`config.mk`:
```
export PLATFORM = sky130hd
export DESIGN_NAME = seq_serializer
export DESIGN_NICKNAME = d
export VERILOG_FILES = /design/src/rtl/seq_pkg.sv /design/src/rtl/seq_serializer.sv
export SDC_FILE = /design/constraint.sdc
export NUM_CORES = 1
export LEC_CHECK = 0
export CORE_MARGIN = 4
export CORE_UTILIZATION = 49
export CTS_CLUSTER_SIZE = 20
export DETAILED_ROUTE_END_ITERATION = 7
export PLACE_DENSITY = 0.85
export SYNTH_ARGS = -nofsm -noshare
export SYNTH_HDL_FRONTEND = slang
export SYNTH_SLANG_ARGS = --single-unit
```
`constraint.sdc`:
```
create_clock -name clock -period 4.2 [get_ports clock]
set_input_delay 0.84 -clock clock [delete_from_list [all_inputs] [get_ports clock]]
set_output_delay 0.84 -clock clock [all_outputs]
set_load 0.05 [all_outputs]
```
`src/rtl/seq_pkg.sv`:
```
// rtl/seq_pkg.sv - shared state encoding and sizing helper for the serializer
package seq_pkg;

  typedef enum logic {
    ST_IDLE  = 1'b0,
    ST_SHIFT = 1'b1
  } state_e;

  // Bit-counter width for a given word length; callers guarantee w >= 2.
  function automatic int cnt_width(input int w);
    return $clog2(w);
  endfunction

endpackage

```
`src/rtl/seq_serializer.sv`:
```
// rtl/seq_serializer.sv - parallel-to-serial front end for the 101 detector
module seq_serializer
  import seq_pkg::*;
#(
  parameter int WIDTH     = 8,
  parameter bit MSB_FIRST = 1'b1
) (
  input  logic             clock,
  input  logic             reset,
  input  logic             load_valid,
  input  logic [WIDTH-1:0] load_data,
  output logic             load_ready,
  output logic             ser_out,
  output logic             ser_valid,
  output logic             busy,
  output logic             done
);

  localparam int              CNT_W    = cnt_width(WIDTH);
  localparam logic [CNT_W-1:0] CNT_LAST = CNT_W'(WIDTH - 1);
  localparam logic [CNT_W-1:0] CNT_ONE  = CNT_W'(1);

  state_e           state_q;
  state_e           state_d;
  logic [WIDTH-1:0] shreg_q;
  logic [WIDTH-1:0] shreg_next;
  logic [CNT_W-1:0] cnt_q;
  logic             last_bit;
  logic             accept;

  // Ready is a function of registered state only, so nothing upstream can
  // form a combinational loop through load_valid.
  assign last_bit   = (state_q == ST_SHIFT) && (cnt_q == '0);
  assign load_ready = (state_q == ST_IDLE) || last_bit;
  assign accept     = load_valid && load_ready;

  generate
    if (MSB_FIRST) begin : g_msb
      assign shreg_next = {shreg_q[WIDTH-2:0], 1'b0};
    end else begin : g_lsb
      assign shreg_next = {1'b0, shreg_q[WIDTH-1:1]};
    end
  endgenerate

  always_ff @(posedge clock or negedge reset) begin
    if (!reset) begin
      state_q <= ST_IDLE;
    end else begin
      state_q <= state_d;
    end
  end

  always_comb begin
    state_d = state_q;
    case (state_q)
      ST_IDLE:  if (accept) state_d = ST_SHIFT;
      ST_SHIFT: if (last_bit && !accept) state_d = ST_IDLE;
      default:  state_d = ST_IDLE;
    endcase
  end

  // A reload at the last-bit edge takes priority over the shift, which is
  // what gives back-to-back words zero gap cycles.
  always_ff @(posedge clock or negedge reset) begin
    if (!reset) begin
      shreg_q <= '0;
      cnt_q   <= '0;
    end else if (accept) begin
      shreg_q <= load_data;
      cnt_q   <= CNT_LAST;
    end else if (state_q == ST_SHIFT) begin
      shreg_q <= shreg_next;
      if (cnt_q != '0) begin
        cnt_q <= cnt_q - CNT_ONE;
      end
    end
  end

  assign busy      = (state_q == ST_SHIFT);
  assign ser_valid = busy;
  assign done      = last_bit;
  assign ser_out   = busy && (MSB_FIRST ? shreg_q[WIDTH-1] : shreg_q[0]);

endmodule
```
== After elaboration in Yosys (flattened, before gate mapping) ==
Cells that the tools add are included.

* Register bits: 12
* Input bits: 11
* Output and inout port bits: 5
* Logic and storage cells: 24

* Add/subtract/negate cells: 1
* Mux-type cells: 8
* Bitwise logic cells: 1
* Reduce and logical (&&, ||, !) cells: 11

{| class="wikitable"
|+ Operators by type and width
! operator !! count
|-
| $mux W8 || 2
|-
| $mux W3 || 3
|-
| $logic_and A1 B1 Y1 || 4
|-
| $reduce_bool A2 Y1 || 2
|-
| $logic_not A3 Y1 || 1
|-
| $reduce_bool A3 Y1 || 1
|-
| $sub A3 B1 Y3 const B || 1
|-
| $mux W1 || 2
|-
| $pmux W1 S2 || 1
|-
| $reduce_and A2 Y1 || 1
|-
| $logic_not A1 Y1 || 1
|-
| $logic_or A1 B1 Y1 || 1
|-
| $not A1 Y1 || 1
|}

== Logic depth before layout (Yosys ltp) ==
Gate-level depths: netlist (run 1).

* Depth in word-level cells: 8
* Mapped depth: 8
* Mapped depth without buffers: 6

== Worst setup path after synthesis (run 1) ==
Ideal clock, no wire load.

* Path kind: register to output
* Start point: register state_q (netlist: busy)
* End point: output done
* Arrival: 1,457 ps
* Required time: 3,360 ps
* Slack: 1,903 ps
* Cell stages (with the launch flop): 3
* Buffers on the path: 1
* Path through: dfrtp_1 clkbuf_2 and2_1

* Word-level cells in the longest chain between the ends: 1

{| class="wikitable"
|+ Ends and longest elaborated chain
! element !! line !! text
|-
| start: declaration || seq_serializer.sv:23 || <nowiki>state_e state_q;</nowiki>
|-
| start signal: assignment || seq_serializer.sv:49 || <nowiki>state_q <= state_d;</nowiki>
|-
| $logic_and A1 B1 Y1 || seq_serializer.sv:33 || <nowiki>assign last_bit = (state_q == ST_SHIFT) && (cnt_q == '0);</nowiki>
|-
| end: declaration || seq_serializer.sv:16 || <nowiki>output logic done</nowiki>
|}

No other way between the ends.

== Worst setup path after layout (run 1) ==
* Start point: register cnt_q[0]
* End point: output load_ready

* Word-level cells in the longest chain between the ends: 3

{| class="wikitable"
|+ Ends and longest elaborated chain
! element !! line !! text
|-
| start: declaration || seq_serializer.sv:27 || <nowiki>logic [CNT_W-1:0] cnt_q;</nowiki>
|-
| start signal: assignment || seq_serializer.sv:74 || <nowiki>cnt_q <= cnt_q - CNT_ONE;</nowiki>
|-
| $logic_not A3 Y1 || seq_serializer.sv:33 ||
|-
| $logic_and A1 B1 Y1 || seq_serializer.sv:33 ||
|-
| $logic_or A1 B1 Y1 || seq_serializer.sv:34 || <nowiki>assign load_ready = (state_q == ST_IDLE) || last_bit;</nowiki>
|-
| end: declaration || seq_serializer.sv:12 || <nowiki>output logic load_ready,</nowiki>
|}

No other way between the ends.

==> results of run 1 <==
kinds of logic (layout without fill, tap and decap cells):
logic type      count (synthesis)  after routing  share of synthesized area (%)
flops                          12             12                           47.2
compound gates                 19             19                           26.0
fa+ha+maj                       2              2                           3.94
simple gates                   14             14                           14.2
mux                             1              1                           1.77
buf+inv                         8             21                           6.89
area by class of cell:
class / count / area (um2) / share of cell area, %
multi-input combinational: 36 / 292 / 36.8
timing repair buffer: 15 / 150 / 18.9
inverter: 3 / 11.3 / 1.42
clock buffer: 3 / 22.5 / 2.84
sequential: 12 / 300 / 37.9
tap: 14 / 17.5 / 2.21
worst max-delay path: stages, from the launching register on:
cell	delay (ns)
dfrtp_1	0.36
inv_1	0.07
ha_1	0.14
ha_1	0.13
nand2b_1	0.45
clkdlybuf4s50_1	0.91
cell usage in the layout, fill, tap and decap left out, drive strengths merged:
cell type	n
nand2	1
nand2b	3
inv	3
nand3	1
a211o	7
and2	2
o221a	7
clkdlybuf4s50	15
and2b	3
nor2b	4
dfrtp	12
ha	2
o21ai	5
mux2	1
clkbuf	3
state kept, by name, summed over array words and instances, names as in the netlist:
signal	flops
busy	1
cnt_q	3
shreg_q	8
through the flow:
stage	hold slack, ns	std cells	total power (uW)	setup slack [ns]	instance area [um2]
3_5_place_dp	0.520	80	487	1.32	771
5_1_grt	0.558	83	588	0.884	793
2_1_floorplan	0.467	56	426	1.90	636
4_1_cts	0.539	83	555	1.02	793
3_3_place_gp	0.503	80	479	1.33	771
6_report	0.541	83	550	1.03	793
worst max-delay path by stage:
stage	from	to	cells after the start
final	cnt_q[0]	load_ready	5
after global routing	cnt_q[0]	load_ready	5
after CTS	cnt_q[0]	load_ready	5
after detailed placement	cnt_q[0]	load_ready	5
after global placement	cnt_q[0]	load_ready	5
after floorplan	busy	done	2
per-layer routing:
layer	part of all wire [%]	track usage [%]	wire [um]
met1	49	17.9	558
met2	43	21.2	489
met3	7.3	2.44	83
met4	0.88	3.61	10
met5	0	0	0
where the power goes:
part,internal (uW),switching (uW),total (uW)
Combinational,127,154,282
Clock,33.0,33.3,66.3
Sequential,162,39.6,201
Total,322,227,550
==> impl_metrics.py, run 1 <==
metrics = {
    "yosys": {
        "synth_flop_cell": "dfrtp_1",
        "ys_top_cells_by_count": "12 x dfrtp_1, 7 x a211o_1, 7 x o221a_2, 5 x o21ai_0, 4 x nor2b_1",
        "synth-edff-count": 0,
        "synth_cell_types": 18,
        "seq_area_frac_synth_pct": 47.2,
        "yosysWarnings": 0,
        "synth_seq_cells": 12,
        "syn-cell-area_um2": 636,
        "syn-num-nets": 69,
        "synthTopCellsByArea": "dfrtp_1 47%, o221a_2 12%, a211o_1 9.6%",
        "synthCells": 56,
        "avgSynthCellArea_um2": 11.4,
        "synth.top_cell.area_share_pct": 47.2,
        "yosysTopAreaCell": "dfrtp_1",
        "yosysMostFrequentCell": "dfrtp_1",
        "async_reset_ff_share_pct": 100,
    },
    "clock_network": {
        "ctsHoldBuffers": 0,
        "clock_latency_ns": 0.26,
        "post_cts_buffers": 0,
        "cts.sinks": 12,
        "cts_buffers": 3,
        "clk_pin_slew_ns": 0.07,
        "cts_max_level": 1,
        "clk_path_buf_depth": 2,
        "cts.repair.resized": 0,
        "root_buffer": "clkbuf_4",
        "cts_tree": "built",
    },
    "flow_run": {
        "drv_cap": 0,
    },
    "timing": {
        "maxSlewHeadroom_pct": 63.4,
        "hold_violations": 0,
        "finalCritPeriodShare_pct": 75.6,
        "tightest_slew_ns": 0.549,
        "skew_ns": 0.00122,
        "rsz0062_at_grt": "false",
        "tns_ns": 0,
        "period_minus_slack_ns": 3.17,
        "setup_viol": 0,
        "fmax_mhz": 315,
        "slew_violations": 0,
    },
    "hold_path": {
        "worstHoldEndpoint": "cnt_q[2]",
        "min_from": "cnt_q[2]",
        "whs_path_depth": 2,
        "min_path_type": "flip-flop to flip-flop",
    },
    "routing": {
        "drc_errors": 0,
        "routed_wl_mm": 1.14,
        "drt_iter0_markers": 10,
        "vias": 472,
        "drtAntennaViolNets": 0,
        "drt-pass1-iter-count": 4,
        "drt-wirelength-per-cell_um": 13.8,
        "viasPerCell": 5.69,
    },
    "place": {
        "io_buffers": 15,
        "routabilityCongestion": 0.719,
    },
    "global_routing": {
        "first_global_vias": 465,
        "grt_usage_pct": 13.1,
        "antenna_found_initial": 0,
        "grt.overflow.total": 0,
        "grt_max_degree": 21,
        "grt_pass1_wl_mm": 1.89,
    },
    "cells_and_area": {
        "nNetsFinal": 84,
        "finish.utilization_pct": 68.6,
        "drive_gt1_share_pct": 17.4,
        "fillers": 92,
        "n_antenna_cell": 0,
        "areaGrowthSynthToFinish_pct": 24.8,
    },
    "setup_path": {
        "worst_setup_path_start_kind": "flip-flop",
        "end_kind": "output port",
        "crit_arrival_ns": 2.33,
        "r2r_cells": 6,
        "worstSetupPathType": "flip-flop to output port",
        "worstPathRequired_ns": 3.36,
        "cp_max_fo": 16,
        "r2r_end": "shreg_q[5]",
        "ff2ff_setup_slack_ns": 2.44,
        "rr_startpoint": "cnt_q[0]",
    },
    "die": {
        "die_x_um": 44.0,
        "dieArea_mm2": 0.00194,
        "core_area_mm2": 0.00116,
        "ios": 16,
        "die_h_um": 44.0,
        "rows": 12,
        "start_util_pct": 55.0,
    },
    "power": {
        "vdd_drop_max_mv": 0.429,
        "p_leak_uw": 0.000371,
        "power.density_mw_per_mm2": 693,
    },
    "outcome": {
        "status": "finished clean",
    },
}
No activity file was read; power rests on OpenSTA's default activity.
==> run 2: changes to the inputs <==
--- a/config.mk
+++ b/config.mk
@@ -6,10 +6,10 @@
 export NUM_CORES = 1
 export LEC_CHECK = 0
 export CORE_MARGIN = 4
-export CORE_UTILIZATION = 49
+export CORE_UTILIZATION = 41
 export CTS_CLUSTER_SIZE = 20
 export DETAILED_ROUTE_END_ITERATION = 7
-export PLACE_DENSITY = 0.85
+export PLACE_DENSITY = 0.76
 export SYNTH_ARGS = -nofsm -noshare
 export SYNTH_HDL_FRONTEND = slang
 export SYNTH_SLANG_ARGS = --single-unit
==> constraint.sdc (replaced) <==
create_clock -name clock -period 2.7 [get_ports clock]
set_input_delay 0.54 -clock clock [delete_from_list [all_inputs] [get_ports clock]]
set_output_delay 0.54 -clock clock [all_outputs]
set_load 0.05 [all_outputs]
==> impl_metrics.py, run 2 (synthesis gave the netlist of run 1 again) <==
metrics = {
    "clock_network": {
        "cts_tree": "built",
        "post_cts_buffers": 0,
        "cts_buffers": 3,
        "cts.sinks": 12,
        "cts.repair.resized": 0,
        "ctsHoldBuffers": 0,
        "root_buffer": "clkbuf_4",
        "cts_max_level": 1,
        "clk_path_buf_depth": 2,
        "clk_pin_slew_ns": 0.06,
        "clock_latency_ns": 0.26,
    },
    "timing": {
        "maxSlewHeadroom_pct": 65.0,
        "hold_violations": 0,
        "setup_viol": 0,
        "tns_ns": 0,
        "skew_ns": 0.000465,
        "slew_violations": 0,
        "layout_setup_ws_ns": 0.243,
        "fmax_mhz": 407,
        "tightest_slew_ns": 0.524,
        "period_minus_slack_ns": 2.46,
        "rsz0062_at_grt": "false",
        "finalCritPeriodShare_pct": 91.0,
    },
    "power": {
        "vdd_drop_max_mv": 0.502,
        "p_int_uw": 509,
        "power_frac_seq_pct": 35.8,
        "pwr-share-comb_pct": 52.4,
        "swShare_pct": 41.1,
        "pwr-share-clk_pct": 11.8,
        "netSwitchingPower_uw": 356,
        "power.density_mw_per_mm2": 1080,
        "p_leak_uw": 0.000378,
    },
    "global_routing": {
        "grtUsageMet3_pct": 2.30,
        "grt.overflow.total": 0,
        "grt_max_degree": 21,
        "antenna_found_initial": 0,
        "gr-usage-met2_pct": 18.2,
        "grt_pass1_wl_mm": 1.82,
        "use_met1_pct": 15.4,
        "first_global_vias": 433,
        "grt_usage_pct": 11.8,
        "busiest_layer": "met2",
    },
    "setup_path": {
        "r2r_cells": 7,
        "cp_max_fo": 20,
        "rr_startpoint": "cnt_q[0]",
        "worst_setup_path_start_kind": "flip-flop",
        "ff2ff_setup_slack_ns": 0.92,
        "worstPathRequired_ns": 2.16,
        "end_kind": "output port",
        "r2r_end": "shreg_q[6]",
        "worstSetupPathType": "flip-flop to output port",
        "crit_arrival_ns": 1.92,
    },
    "outcome": {
        "status": "finished clean",
    },
    "place": {
        "io_buffers": 15,
        "pre_cts_ws_ns": 0.524,
        "dp_hpwl_um": 823,
        "placed_cell_area_um2": 777,
        "routabilityCongestion": 0.690,
        "post-place-cells": 82,
    },
    "cells_and_area": {
        "fin_cells": 85,
        "nNetsFinal": 85,
        "layout_commonest_cell": "clkdlybuf4s50_1",
        "regMostFlops": "shreg_q",
        "largest_reg_flops": 8,
        "n_antenna_cell": 0,
        "final_cell_mix": "14 x clkdlybuf4s50_1, 12 x dfrtp_1, 7 x a211o_1, 7 x o221a_2, 5 x o21ai_0",
        "areaGrowthSynthToFinish_pct": 25.8,
        "final_area_um2": 800,
        "drive_gt1_share_pct": 20.0,
    },
    "routing": {
        "drtAntennaViolNets": 0,
        "vias": 470,
        "viasPerCell": 5.53,
        "routed_wl_mm": 1.17,
        "drt-wirelength-per-cell_um": 13.7,
        "drt_iter0_markers": 9,
        "drc_errors": 0,
        "drt-pass1-iter-count": 4,
    },
    "die": {
        "start_util_pct": 46.0,
        "dieArea_mm2": 0.00224,
        "rows": 13,
        "die_x_um": 47.4,
        "die_h_um": 47.4,
        "core_area_mm2": 0.00138,
        "ios": 16,
    },
    "hold_path": {
        "min_from": "cnt_q[2]",
        "min_path_type": "flip-flop to flip-flop",
        "whs_path_depth": 2,
        "worstHoldEndpoint": "cnt_q[2]",
    },
    "flow_run": {
        "drv_cap": 0,
    },
}
-- run 2: worst max-delay path by stage --
stage	start	endpoint	slack, ns	cells past startpoint
after floorplan	busy	done	0.70	2
after global placement	busy	done	0.54	2
after detailed placement	busy	ser_out	0.52	2
after CTS	busy	ser_out	0.23	2
after global routing	cnt_q[0]	done	0.15	5
final	busy	ser_out	0.24	2
-- run 2: area by class of cell --
class / count / area, um2
inverter: 3 / 11.3
multi-input combinational: 36 / 292
clock buffer: 3 / 22.5
timing repair buffer: 16 / 155
sequential: 12 / 300
tap: 15 / 18.8
fill: 121 / 583
-- run 2: critical path: stages (launching register included) --
cell and delay (ns):
dfrtp_1 0.66, and2_1 0.20, clkdlybuf4s50_1 0.79
-- run 2: stage by stage --
step	total power (uW)	utilization, %	hold slack (ns)
after floorplan	663	-	0.244
after global placement	759	56.2	0.488
after detailed placement	769	56.2	0.514
after CTS	877	57.8	0.531
after global routing	930	57.8	0.566
final	865	57.8	0.518
-- run 2: layer usage --
metal / vias up / part of all wire (%)
met5: - / 0
li1: 238 / -
met2: 15 / 42
met4: 0 / 0.51
met3: 2 / 9.1
met1: 215 / 49
-- run 2: power groups by stage --
stage | logic [uW] | clock network (uW) | registers (uW)
finish | 453 | 102 | 310
CTS | 461 | 107 | 309
detailed placement | 457 | 0 | 312
global route | 496 | 117 | 317
floorplan | 356 | 0 | 307
global placement | 449 | 0 | 309
